File: config.mk
export PLATFORM = sky130hd
export DESIGN_NAME = resonator_ddc_control_axis_stall_probe
export DESIGN_NICKNAME = d
export VERILOG_FILES = /design/src/rtl/resonator_ddc_control_pkg.sv /design/src/rtl/resonator_ddc_control_axis_stall_chan.sv /design/src/rtl/resonator_ddc_control_axis_stall_probe.sv
export SDC_FILE = /design/constraint.sdc
export NUM_CORES = 1
export LEC_CHECK = 0
export BUFFER_PORTS_ARGS = -buffer_cell sky130_fd_sc_hd__buf_2
export CAP_MARGIN = 40
export CORE_MARGIN = 3
export CORE_UTILIZATION = 40
export DETAILED_ROUTE_END_ITERATION = 16
export PLACE_DENSITY_LB_ADDON = 0.12
export SLEW_MARGIN = 10
export SYNTH_ARGS = -nofsm -noshare
export SYNTH_HDL_FRONTEND = slang
export SYNTH_SLANG_ARGS = --single-unit
File: constraint.sdc
create_clock -name clock -period 12.2 [get_ports clock]
set_input_delay 0.61 -clock clock [delete_from_list [all_inputs] [get_ports clock]]
set_output_delay 0.61 -clock clock [all_outputs]
set_load 0.005 [all_outputs]
File: src/rtl/resonator_ddc_control_pkg.sv
// Shared definitions for the resonator DDC control slice.
// Holds the per-channel stall FSM state encoding and default widths.
package resonator_ddc_control_pkg;

  localparam int unsigned NUM_CH_DEFAULT = 4;
  localparam int unsigned CNT_W_DEFAULT  = 16;

  // Per-channel AXI-Stream stall detector state
  typedef enum logic [1:0] {
    ST_IDLE    = 2'd0,
    ST_COUNT   = 2'd1,
    ST_BLOCKED = 2'd2
  } stall_state_e;

endpackage

File: src/rtl/resonator_ddc_control_axis_stall_chan.sv
// Single-channel stall detector: counts consecutive stall cycles and
// flags BLOCKED once the run reaches the threshold.
// Ports:
//   clock, reset_n   - clock, async active-low reset
//   i_stall          - TVALID & ~TREADY for this channel
//   i_active         - enable & (threshold != 0); low forces IDLE
//   i_threshold      - stall run length that flags a block
//   o_blocked        - registered, high while in BLOCKED
//   o_enter_c        - combinational: BLOCKED is entered at the coming edge
//   o_cnt_next_c     - combinational: counter value loaded at the coming edge
module resonator_ddc_control_axis_stall_chan
  import resonator_ddc_control_pkg::*;
#(
  parameter int unsigned CNT_W = CNT_W_DEFAULT
) (
  input  logic             clock,
  input  logic             reset_n,
  input  logic             i_stall,
  input  logic             i_active,
  input  logic [CNT_W-1:0] i_threshold,
  output logic             o_blocked,
  output logic             o_enter_c,
  output logic [CNT_W-1:0] o_cnt_next_c
);

  stall_state_e     r_state;
  stall_state_e     w_state_next;
  logic [CNT_W-1:0] r_cnt;
  logic [CNT_W-1:0] w_cnt_inc;

  // Saturating increment so a long stall never wraps back under threshold
  always_comb begin
    w_cnt_inc = (r_cnt == {CNT_W{1'b1}}) ? r_cnt : r_cnt + CNT_W'(1);
  end

  // Next-state and next-count
  always_comb begin
    w_state_next = r_state;
    o_cnt_next_c = r_cnt;
    if (!i_active) begin
      w_state_next = ST_IDLE;
      o_cnt_next_c = '0;
    end else begin
      case (r_state)
        ST_IDLE: begin
          if (i_stall) begin
            o_cnt_next_c = CNT_W'(1);
            w_state_next = (i_threshold == CNT_W'(1)) ? ST_BLOCKED : ST_COUNT;
          end else begin
            o_cnt_next_c = '0;
          end
        end
        ST_COUNT: begin
          if (i_stall) begin
            o_cnt_next_c = w_cnt_inc;
            // Compares against the live threshold, so a lowered threshold
            // blocks on the next stalled edge
            if (w_cnt_inc >= i_threshold) begin
              w_state_next = ST_BLOCKED;
            end
          end else begin
            w_state_next = ST_IDLE;
            o_cnt_next_c = '0;
          end
        end
        ST_BLOCKED: begin
          if (i_stall) begin
            o_cnt_next_c = w_cnt_inc;
          end else begin
            w_state_next = ST_IDLE;
            o_cnt_next_c = '0;
          end
        end
        default: begin
          w_state_next = ST_IDLE;
          o_cnt_next_c = '0;
        end
      endcase
    end
  end

  always_comb begin
    o_enter_c = (w_state_next == ST_BLOCKED) && (r_state != ST_BLOCKED);
  end

  // State, counter and registered block flag
  always_ff @(posedge clock or negedge reset_n) begin
    if (!reset_n) begin
      r_state   <= ST_IDLE;
      r_cnt     <= '0;
      o_blocked <= 1'b0;
    end else begin
      r_state   <= w_state_next;
      r_cnt     <= o_cnt_next_c;
      o_blocked <= (w_state_next == ST_BLOCKED);
    end
  end

endmodule

File: src/rtl/resonator_ddc_control_axis_stall_probe.sv
// AXI-Stream stall probe: one stall detector per monitored channel plus
// aggregated status (sticky block history, first blocker, longest stall).
// Ports:
//   clock, reset_n   - clock, async active-low reset
//   enable           - detection enable (level)
//   threshold        - consecutive stall cycles to flag a block; 0 disables
//   clear            - pulse, clears sticky status
//   ch_tvalid/tready - per-channel handshake taps
//   axis_block_sigs  - per-channel live block flag
//   sticky_block     - per-channel latched block history
//   first_valid/ch   - first channel to block since clear/reset
//   max_stall        - longest stall run since clear/reset
module resonator_ddc_control_axis_stall_probe
  import resonator_ddc_control_pkg::*;
#(
  parameter  int unsigned NUM_CH = NUM_CH_DEFAULT,
  parameter  int unsigned CNT_W  = CNT_W_DEFAULT,
  localparam int unsigned CH_W   = (NUM_CH > 1) ? $clog2(NUM_CH) : 1
) (
  input  logic              clock,
  input  logic              reset_n,
  input  logic              enable,
  input  logic [CNT_W-1:0]  threshold,
  input  logic              clear,
  input  logic [NUM_CH-1:0] ch_tvalid,
  input  logic [NUM_CH-1:0] ch_tready,
  output logic [NUM_CH-1:0] axis_block_sigs,
  output logic [NUM_CH-1:0] sticky_block,
  output logic              first_valid,
  output logic [CH_W-1:0]   first_ch,
  output logic [CNT_W-1:0]  max_stall
);

  logic [NUM_CH-1:0] w_stall;
  logic              w_active;
  logic [NUM_CH-1:0] w_enter;
  logic [CNT_W-1:0]  w_cnt_next [NUM_CH];
  logic [CNT_W-1:0]  w_cnt_max;
  logic [CH_W-1:0]   w_first_idx;

  always_comb begin
    w_stall  = ch_tvalid & ~ch_tready;
    w_active = enable && (threshold != '0);
  end

  for (genvar gi = 0; gi < NUM_CH; gi++) begin : g_chan
    resonator_ddc_control_axis_stall_chan #(
      .CNT_W (CNT_W)
    ) u_chan (
      .clock        (clock),
      .reset_n      (reset_n),
      .i_stall      (w_stall[gi]),
      .i_active     (w_active),
      .i_threshold  (threshold),
      .o_blocked    (axis_block_sigs[gi]),
      .o_enter_c    (w_enter[gi]),
      .o_cnt_next_c (w_cnt_next[gi])
    );
  end

  // Largest counter value about to be loaded across all channels
  always_comb begin
    w_cnt_max = '0;
    for (int i = 0; i < int'(NUM_CH); i++) begin
      if (w_cnt_next[i] > w_cnt_max) begin
        w_cnt_max = w_cnt_next[i];
      end
    end
  end

  // Lowest-index channel entering BLOCKED this edge (scan down so lowest wins)
  always_comb begin
    w_first_idx = '0;
    for (int i = int'(NUM_CH) - 1; i >= 0; i--) begin
      if (w_enter[i]) begin
        w_first_idx = CH_W'(i);
      end
    end
  end

  // Aggregated status; a coincident block entry wins over clear
  always_ff @(posedge clock or negedge reset_n) begin
    if (!reset_n) begin
      sticky_block <= '0;
      first_valid  <= 1'b0;
      first_ch     <= '0;
      max_stall    <= '0;
    end else begin
      sticky_block <= (clear ? '0 : sticky_block) | w_enter;
      if (clear) begin
        first_valid <= |w_enter;
        first_ch    <= w_first_idx;
      end else if (!first_valid && (|w_enter)) begin
        first_valid <= 1'b1;
        first_ch    <= w_first_idx;
      end
      if (clear || (w_cnt_max > max_stall)) begin
        max_stall <= w_cnt_max;
      end
    end
  end

endmodule

# Word-level counts from Yosys, hierarchy flattened
# Index checks and enable logic that the tools add are counted.
[word_totals] ff_bits=99 input_bits=28 out_inout_bits=27 word_cells=130
[classes] add_sub_neg=4 n_lt_le_gt_ge=9 n_eq_ne=21 muxes=58 bitwise_logic=3 reduce_logical=19
[op_table] operator="2-to-1 mux 16 bit" n=16
[op_table] operator="case mux 16 bit (2 select lines)" n=4
[op_table] operator="adder 16 x 1 -> 16 bit (second input constant)" n=4
[op_table] operator="== test 16 bit (second input constant)" n=4
[op_table] operator=">= comparator 16 bit" n=4
[op_table] operator="greater-than comparator 16 bit" n=4
[op_table] operator="2-to-1 mux 2 bit" n=27
[op_table] operator="case mux 2 bit (3 select lines)" n=4
[op_table] operator="== test 16 x 1 -> 1 bit (second input constant)" n=1
[op_table] operator="== test 2 bit (second input constant)" n=8
[op_table] operator="greater-than comparator 16 x 1 -> 1 bit (second input constant)" n=1
[op_table] operator="nonzero test 16 bit" n=1
[op_table] operator="== test 2 x 1 -> 1 bit (second input constant)" n=4
[op_table] operator="zero test 2 bit" n=4
[op_table] operator="inequality test 2 bit (second input constant)" n=4
[op_table] operator="OR reduction 2 bit" n=4
[op_table] operator="logical AND 1 bit" n=6
[op_table] operator="2-to-1 mux 1 bit" n=6
[op_table] operator="bitwise AND 4 bit" n=1
[op_table] operator="2-to-1 mux 4 bit" n=1
[op_table] operator="NOT 4 bit" n=1
[op_table] operator="bitwise OR 4 bit" n=1
[op_table] operator="OR reduction 4 bit" n=1
[op_table] operator="nonzero test 2 bit" n=1
[op_table] operator="other kinds (2)" n=2

# Logic depth before layout (Yosys ltp)
[logic_depth] ltp_word=15 ltp_mapped=45 depth_no_buf=40

# Hierarchy
# Synthesis repeated with hierarchy kept, for this count alone.
[hier_totals] cells_unflattened=1150 area_unflattened_um2=10468.8
[modules_own_cells] mod="resonator_ddc_control_axis_stall_chan" n_inst=4 cells_each=180 area_per_inst_um2=1669.1 seq_area_each_um2=475.5
[modules_own_cells] mod="resonator_ddc_control_axis_stall_probe" n_inst=1 cells_each=430 area_per_inst_um2=3792.4 seq_area_each_um2=575.6

# Worst setup path after synthesis
# No wires, ideal clock.
[synth_timing] kind="input port to flip-flop" startpoint="input threshold[9]" endpoint="register max_stall[10]" setup_time_ns=0.125 t_arrival_ns=9.566 required_time_ns=12.075 path_slack_ns=2.510 cell_stages=40 path_buffers=5 cell_sequence="or4_4 o41ai_4 buf_6 nor4b_1 mux2_2 ha_1 nand4_1 nor3_1 o211ai_1 a22oi_1 buf_1 buf_2 nor4_1 or2_2 ha_1 nand3b_1 a21oi_1 o211ai_1 (+4 left out) o211ai_1 a21oi_1 a211oi_1 nor3_1 o41ai_2 buf_2 mux2i_1 inv_1 ha_1 nor2b_1 nor3_1 o21ai_0 a31oi_1 nor2b_1 o21ai_0 a21oi_1 clkbuf_1 mux2_2"
[synth_via] word_cells_on_any_way=16 cone_classes="5 x order compare; 8 x mux; 3 x reduce/logical"
[synth_rtl] item="start, declared" line="resonator_ddc_control_axis_stall_probe.sv:23" rtl="input logic [CNT_W-1:0] threshold,"
[synth_rtl] item="nonzero test 16 bit *" line="resonator_ddc_control_axis_stall_probe.sv:43" rtl="w_active = enable && (threshold != '0);"
[synth_rtl] item="logical AND 1 bit *" line="resonator_ddc_control_axis_stall_probe.sv:43"
[synth_rtl] item="2-to-1 mux 16 bit *" line="resonator_ddc_control_axis_stall_chan.sv:40" rtl="if (!i_active) begin"
[synth_rtl] item="net g_chan[1].u_chan.o_cnt_next_c[9]" line="resonator_ddc_control_axis_stall_chan.sv:23" rtl="output logic [CNT_W-1:0] o_cnt_next_c"
[synth_rtl] item="greater-than comparator 16 bit" line="resonator_ddc_control_axis_stall_probe.sv:65" rtl="if (w_cnt_next[i] > w_cnt_max) begin"
[synth_rtl] item="2-to-1 mux 16 bit *" line="resonator_ddc_control_axis_stall_probe.sv:65"
[synth_rtl] item="greater-than comparator 16 bit" line="resonator_ddc_control_axis_stall_probe.sv:65"
[synth_rtl] item="2-to-1 mux 16 bit *" line="resonator_ddc_control_axis_stall_probe.sv:65"
[synth_rtl] item="greater-than comparator 16 bit" line="resonator_ddc_control_axis_stall_probe.sv:65"
[synth_rtl] item="2-to-1 mux 16 bit *" line="resonator_ddc_control_axis_stall_probe.sv:65"
[synth_rtl] item="greater-than comparator 16 bit" line="resonator_ddc_control_axis_stall_probe.sv:97" rtl="if (clear || (w_cnt_max > max_stall)) begin"
[synth_rtl] item="logical OR 1 bit" line="resonator_ddc_control_axis_stall_probe.sv:97"
[synth_rtl] item="end signal, assigned" line="resonator_ddc_control_axis_stall_probe.sv:98" rtl="max_stall <= w_cnt_max;"
[synth_rtl] item="end, declared" line="resonator_ddc_control_axis_stall_probe.sv:31" rtl="output logic [CNT_W-1:0] max_stall"
# Mark *: on every way through the listed nets, which the timed path passes. The rest lies on a longest branch.
# A chain may end at the register's enable or synchronous reset.

# Worst setup path in the final report
[layout_timing] startpoint="register g_chan[0].u_chan.r_cnt[0]" endpoint="register max_stall[11]"
[layout_via] elab_chain_cells=15 word_cells_on_any_way=16 cone_classes="1 x add/sub; 5 x order compare; 1 x eq/ne; 8 x mux; 1 x reduce/logical"
[layout_lines] item="start, declared" line="resonator_ddc_control_axis_stall_chan.sv:28" rtl="logic [CNT_W-1:0] r_cnt;"
[layout_lines] item="start signal, assigned" line="resonator_ddc_control_axis_stall_chan.sv:94" rtl="r_cnt <= o_cnt_next_c;"
[layout_lines] item="adder 16 x 1 -> 16 bit / == test 16 bit (equally long branches)" line="resonator_ddc_control_axis_stall_chan.sv:33" rtl="w_cnt_inc = (r_cnt == {CNT_W{1'b1}}) ? r_cnt : r_cnt + CNT_W'(1);"
[layout_lines] item="2-to-1 mux 16 bit *" line="resonator_ddc_control_axis_stall_chan.sv:33"
[layout_lines] item="2-to-1 mux 16 bit *" line="resonator_ddc_control_axis_stall_chan.sv:54, resonator_ddc_control_axis_stall_chan.sv:67"
[layout_lines] item="case mux 16 bit (2 select lines) *" line="resonator_ddc_control_axis_stall_chan.sv:44" rtl="case (r_state)"
[layout_lines] item="2-to-1 mux 16 bit *" line="resonator_ddc_control_axis_stall_chan.sv:40"
[layout_lines] item="net g_chan[0].u_chan.o_cnt_next_c[11]" line="resonator_ddc_control_axis_stall_chan.sv:23"
[layout_lines] item="greater-than comparator 16 x 1 -> 1 bit" line="resonator_ddc_control_axis_stall_probe.sv:65"
[layout_lines] item="2-to-1 mux 16 bit *" line="resonator_ddc_control_axis_stall_probe.sv:65"
[layout_lines] item="greater-than comparator 16 bit" line="resonator_ddc_control_axis_stall_probe.sv:65"
[layout_lines] item="2-to-1 mux 16 bit *" line="resonator_ddc_control_axis_stall_probe.sv:65"
[layout_lines] item="greater-than comparator 16 bit" line="resonator_ddc_control_axis_stall_probe.sv:65"
[layout_lines] item="2-to-1 mux 16 bit *" line="resonator_ddc_control_axis_stall_probe.sv:65"
[layout_lines] item="greater-than comparator 16 bit" line="resonator_ddc_control_axis_stall_probe.sv:65"
[layout_lines] item="2-to-1 mux 16 bit *" line="resonator_ddc_control_axis_stall_probe.sv:65"
[layout_lines] item="greater-than comparator 16 bit" line="resonator_ddc_control_axis_stall_probe.sv:97"
[layout_lines] item="logical OR 1 bit" line="resonator_ddc_control_axis_stall_probe.sv:97"
# Marks and branches as above.

==> key figures <==
Status
  • Status: finished clean

Placed design
  • Port bufs: 54
  • GP Congestion: 0.930
  • Placed Instances: about 1400
  • DP HPWL: between 20000 and 25000 um

Drt
  • Pre-antenna DRT Iters: 5
  • Drt wl/cell: around 20 um
  • Antenna violation net count after detailed routing: 0
  • Vias per Instance: 5.78
  • Via count: between 8000 and 9000
  • Final wirelength: slightly below 30000 um
  • Drc violations: 0
  • Initial DRC count: approximately 680

Critical path
  • CP max stage cell: mux2i_1
  • Crit start category: flop
  • CP Class: reg -> reg
  • Crit path capture type: flop
  • CP max FO: 26
  • Worst path buffer plus inverter count: 6
  • R2r startpoint: g_chan[0].u_chan.r_cnt[0]
  • Req. time, crit path: about 12 ns
  • Worst Setup SP: g_chan[0].u_chan.r_cnt[0]
  • Crit path max-delay family: compound AO/OA/AOI/OAI gates
  • CP max stage delay: about 0.53 ns
  • CP Data Arrival Time: between 10 and 15 ns

Layout
  • Layout Utilization: 0.451
  • Antenna diodes: 0
  • Final nets: approximately 1300
  • Non-Filler Instances: about 1500
  • Layout cells sized above 1: 0.120
  • Area grow syn2layout: 9.78%

Floorplanning
  • Initial Util: 0.411
  • Core area: 22900 um2
  • Vert. Die Dim: between 150 and 200 um
  • Site Rows: 55
  • Die area: about 25000 um2
  • Die W: between 150 and 200 um
  • I/O pins: between 50 and 60

Yosys
  • Seq cells post-synth: 99
  • Syn_nets: 1258
  • Sequential element share of the synthesized area: 0.263
  • Mapped Area: 9420 um2
  • Mapped Cells: around 1100
  • Count leader, synth: ha_1
  • Post-synth top cells: 148 x ha_1, 107 x inv_1, 99 x dfrtp_1
  • Synth cell types: 78
  • Syn avg cell area: a little under 9 um2
  • Main synth FF type: dfrtp_1
  • Top-area cell type share of the netlist area: 0.263
  • Largest area contributor in the netlist: dfrtp_1
  • Yosys warning total: 0
  • Number of flops mapped to enable cells by yosys: 0
  • Async S/R FF share, synth: 1.00
  • Synth top area cells: dfrtp_1 26%, ha_1 20%, inv_1 4.3%

Clocking
  • CTS tree: done
  • CTS root buf: clkbuf_16
  • Resized Gates After CTS: 0
  • CTS H-tree lvls: 3
  • Total CTS buffers: 9
  • Clk sinks: between 90 and 100
  • Clock Pin Slew Worst Setup and Hold Paths: 0.08 ns
  • Post-CTS setup buffer count: 0
  • Deepest clock path buffer count: 2
  • Post-CTS Hold Fix Bufs: 0
  • Skew-Pair Late Insertion Delay: roughly 0.37 ns

Timing
  • Setup TNS: 0 ns
  • Slew Limit Headroom: 0.442
  • Clk_skew: between 0.01 and 0.015 ns
  • Worst Tran Pin Value: between 0.8 and 0.9 ns
  • Fin crit share: 0.807
  • Fin. Hold Viols: 0
  • RSZ-0062 raised after global routing: no
  • Final worst path period need: 9.85 ns
  • FMAX: just over 100 MHz
  • Slew Viols, Final: 0
  • Final setup violation count: 0

GRT
  • Tot GR Track Use: 0.231
  • Largest net degree at the start of global routing: 60
  • Antenna violations before repair: 0
  • Total grt overflow: 0
  • Global-route wire length before repair: roughly 46000 um
  • Number of global-route vias before repair: 8103

Power
  • Power, Total: 818 uW
  • Leakage power: about 0.0053 uW
  • Power Density: ~80 nW/um2
  • Maximum vdd drop: between 0.1 and 0.15 mV

Hold path
  • Worst Hold Class: in -> async

Job
  • Max-cap violations: 0
worst register-to-register path: cells and delay by family (launching register included):
family / cells / cell delay, ns
flops: 1 / 0.48
fa+ha+maj: 5 / 1.31
mux: 4 / 1.61
buf+inv: 6 / 1.43
compound gates: 16 / 3.22
simple gates: 9 / 1.73
per-stage QoR:
step | setup slack [ns] | hold slack, ns | instance area, um2
after global routing | 1.71 | 0.279 | 10300
after floorplan | 2.51 | 0.314 | 9420
after CTS | 2.46 | 0.260 | 10300
after detailed placement | 2.16 | 0.480 | 10000
final | 2.35 | 0.244 | 10300
after global placement | 2.22 | 0.469 | 10000
power breakdown:
part / total (uW) / switching, uW / leakage [uW] / internal, uW
clock network: 292 / 144 / 0.000138 / 148
logic: 182 / 103 / 0.00376 / 79.3
registers: 343 / 7.38 / 0.00138 / 336
cell type report:
type                       instances  area, um2
fill                            2281      12600
multi-input combinational        850       6420
sequential                        99       2480
inverter                         107        402
tap                              313        392
timing repair buffer              65        348
clock buffer                      10        239
clock inverter                     6       57.6
state kept, by name (all words and copies together) (netlist names):
name	cells
g_chan.u_chan.r_cnt	64
max_stall	16
g_chan.u_chan.r_state	8
g_chan.u_chan.o_blocked	4
sticky_block	4
first_ch	2
first_valid	1
layer usage:
layer	vias to the layer above	GRT usage	part of all wire	routed length, um
met5	-	0	0	0
met4	0	0.0557	0.018	539
met3	35	0.0247	0.046	1340
met2	202	0.395	0.48	14000
met1	4053	0.315	0.46	13400
li1	4085	-	-	-
final timing paths:
path | to | slack, ns | cells past startpoint
setup / recovery | max_stall[11] | 2.35 | 40
hold / removal | g_chan[0].u_chan.r_cnt[7] | 0.24 | 1
setup reg to reg | max_stall[11] | 2.35 | 40
hold reg to reg | sticky_block[0] | 0.50 | 1
max in group asynchronous | g_chan[3].u_chan.r_cnt[5] | 10.79 | 2
min in group clock | sticky_block[0] | 0.50 | 1
placed cells by master, fill, tap and decap left out, types with 4 or more instances in the layout:
master / netlist / layout
o31a_1: 4 / 4
a21o_1: 21 / 21
nor3_1: 29 / 29
nand4_1: 34 / 34
a21oi_1: 58 / 58
inv_1: 107 / 107
and3_1: 19 / 19
ha_1: 148 / 148
xnor2_1: 21 / 21
o21ai_0: 48 / 48
buf_2: 4 / 53
o21a_1: 14 / 14
o211a_1: 4 / 4
mux2_2: 33 / 33
mux2i_1: 29 / 29
nor2b_1: 9 / 9
and2_1: 21 / 21
clkbuf_16: 0 / 9
or4_1: 9 / 9
nand2b_1: 14 / 14
buf_4: 4 / 10
a31oi_1: 7 / 6
a221oi_1: 4 / 4
a22oi_1: 4 / 4
nor2_1: 44 / 44
dfrtp_1: 99 / 99
nand3_1: 53 / 53
o31ai_1: 11 / 11
and4_1: 15 / 15
nand2_1: 89 / 89
xor2_1: 7 / 7
nor4_1: 10 / 10
or3_1: 8 / 8
o211ai_1: 9 / 9
a211oi_1: 11 / 11
or2_2: 7 / 7
kinds of logic (layout without fill, tap and decap cells):
family | count (synthesis) | count (layout) | synth area share
buf+inv | 133 | 188 | 0.0567
xor+xnor | 28 | 28 | 0.0260
compound gates | 232 | 232 | 0.167
simple gates | 378 | 378 | 0.218
flops | 99 | 99 | 0.263
mux | 64 | 64 | 0.0729
fa+ha+maj | 148 | 148 | 0.197
(Power assumes the default switching activity.)
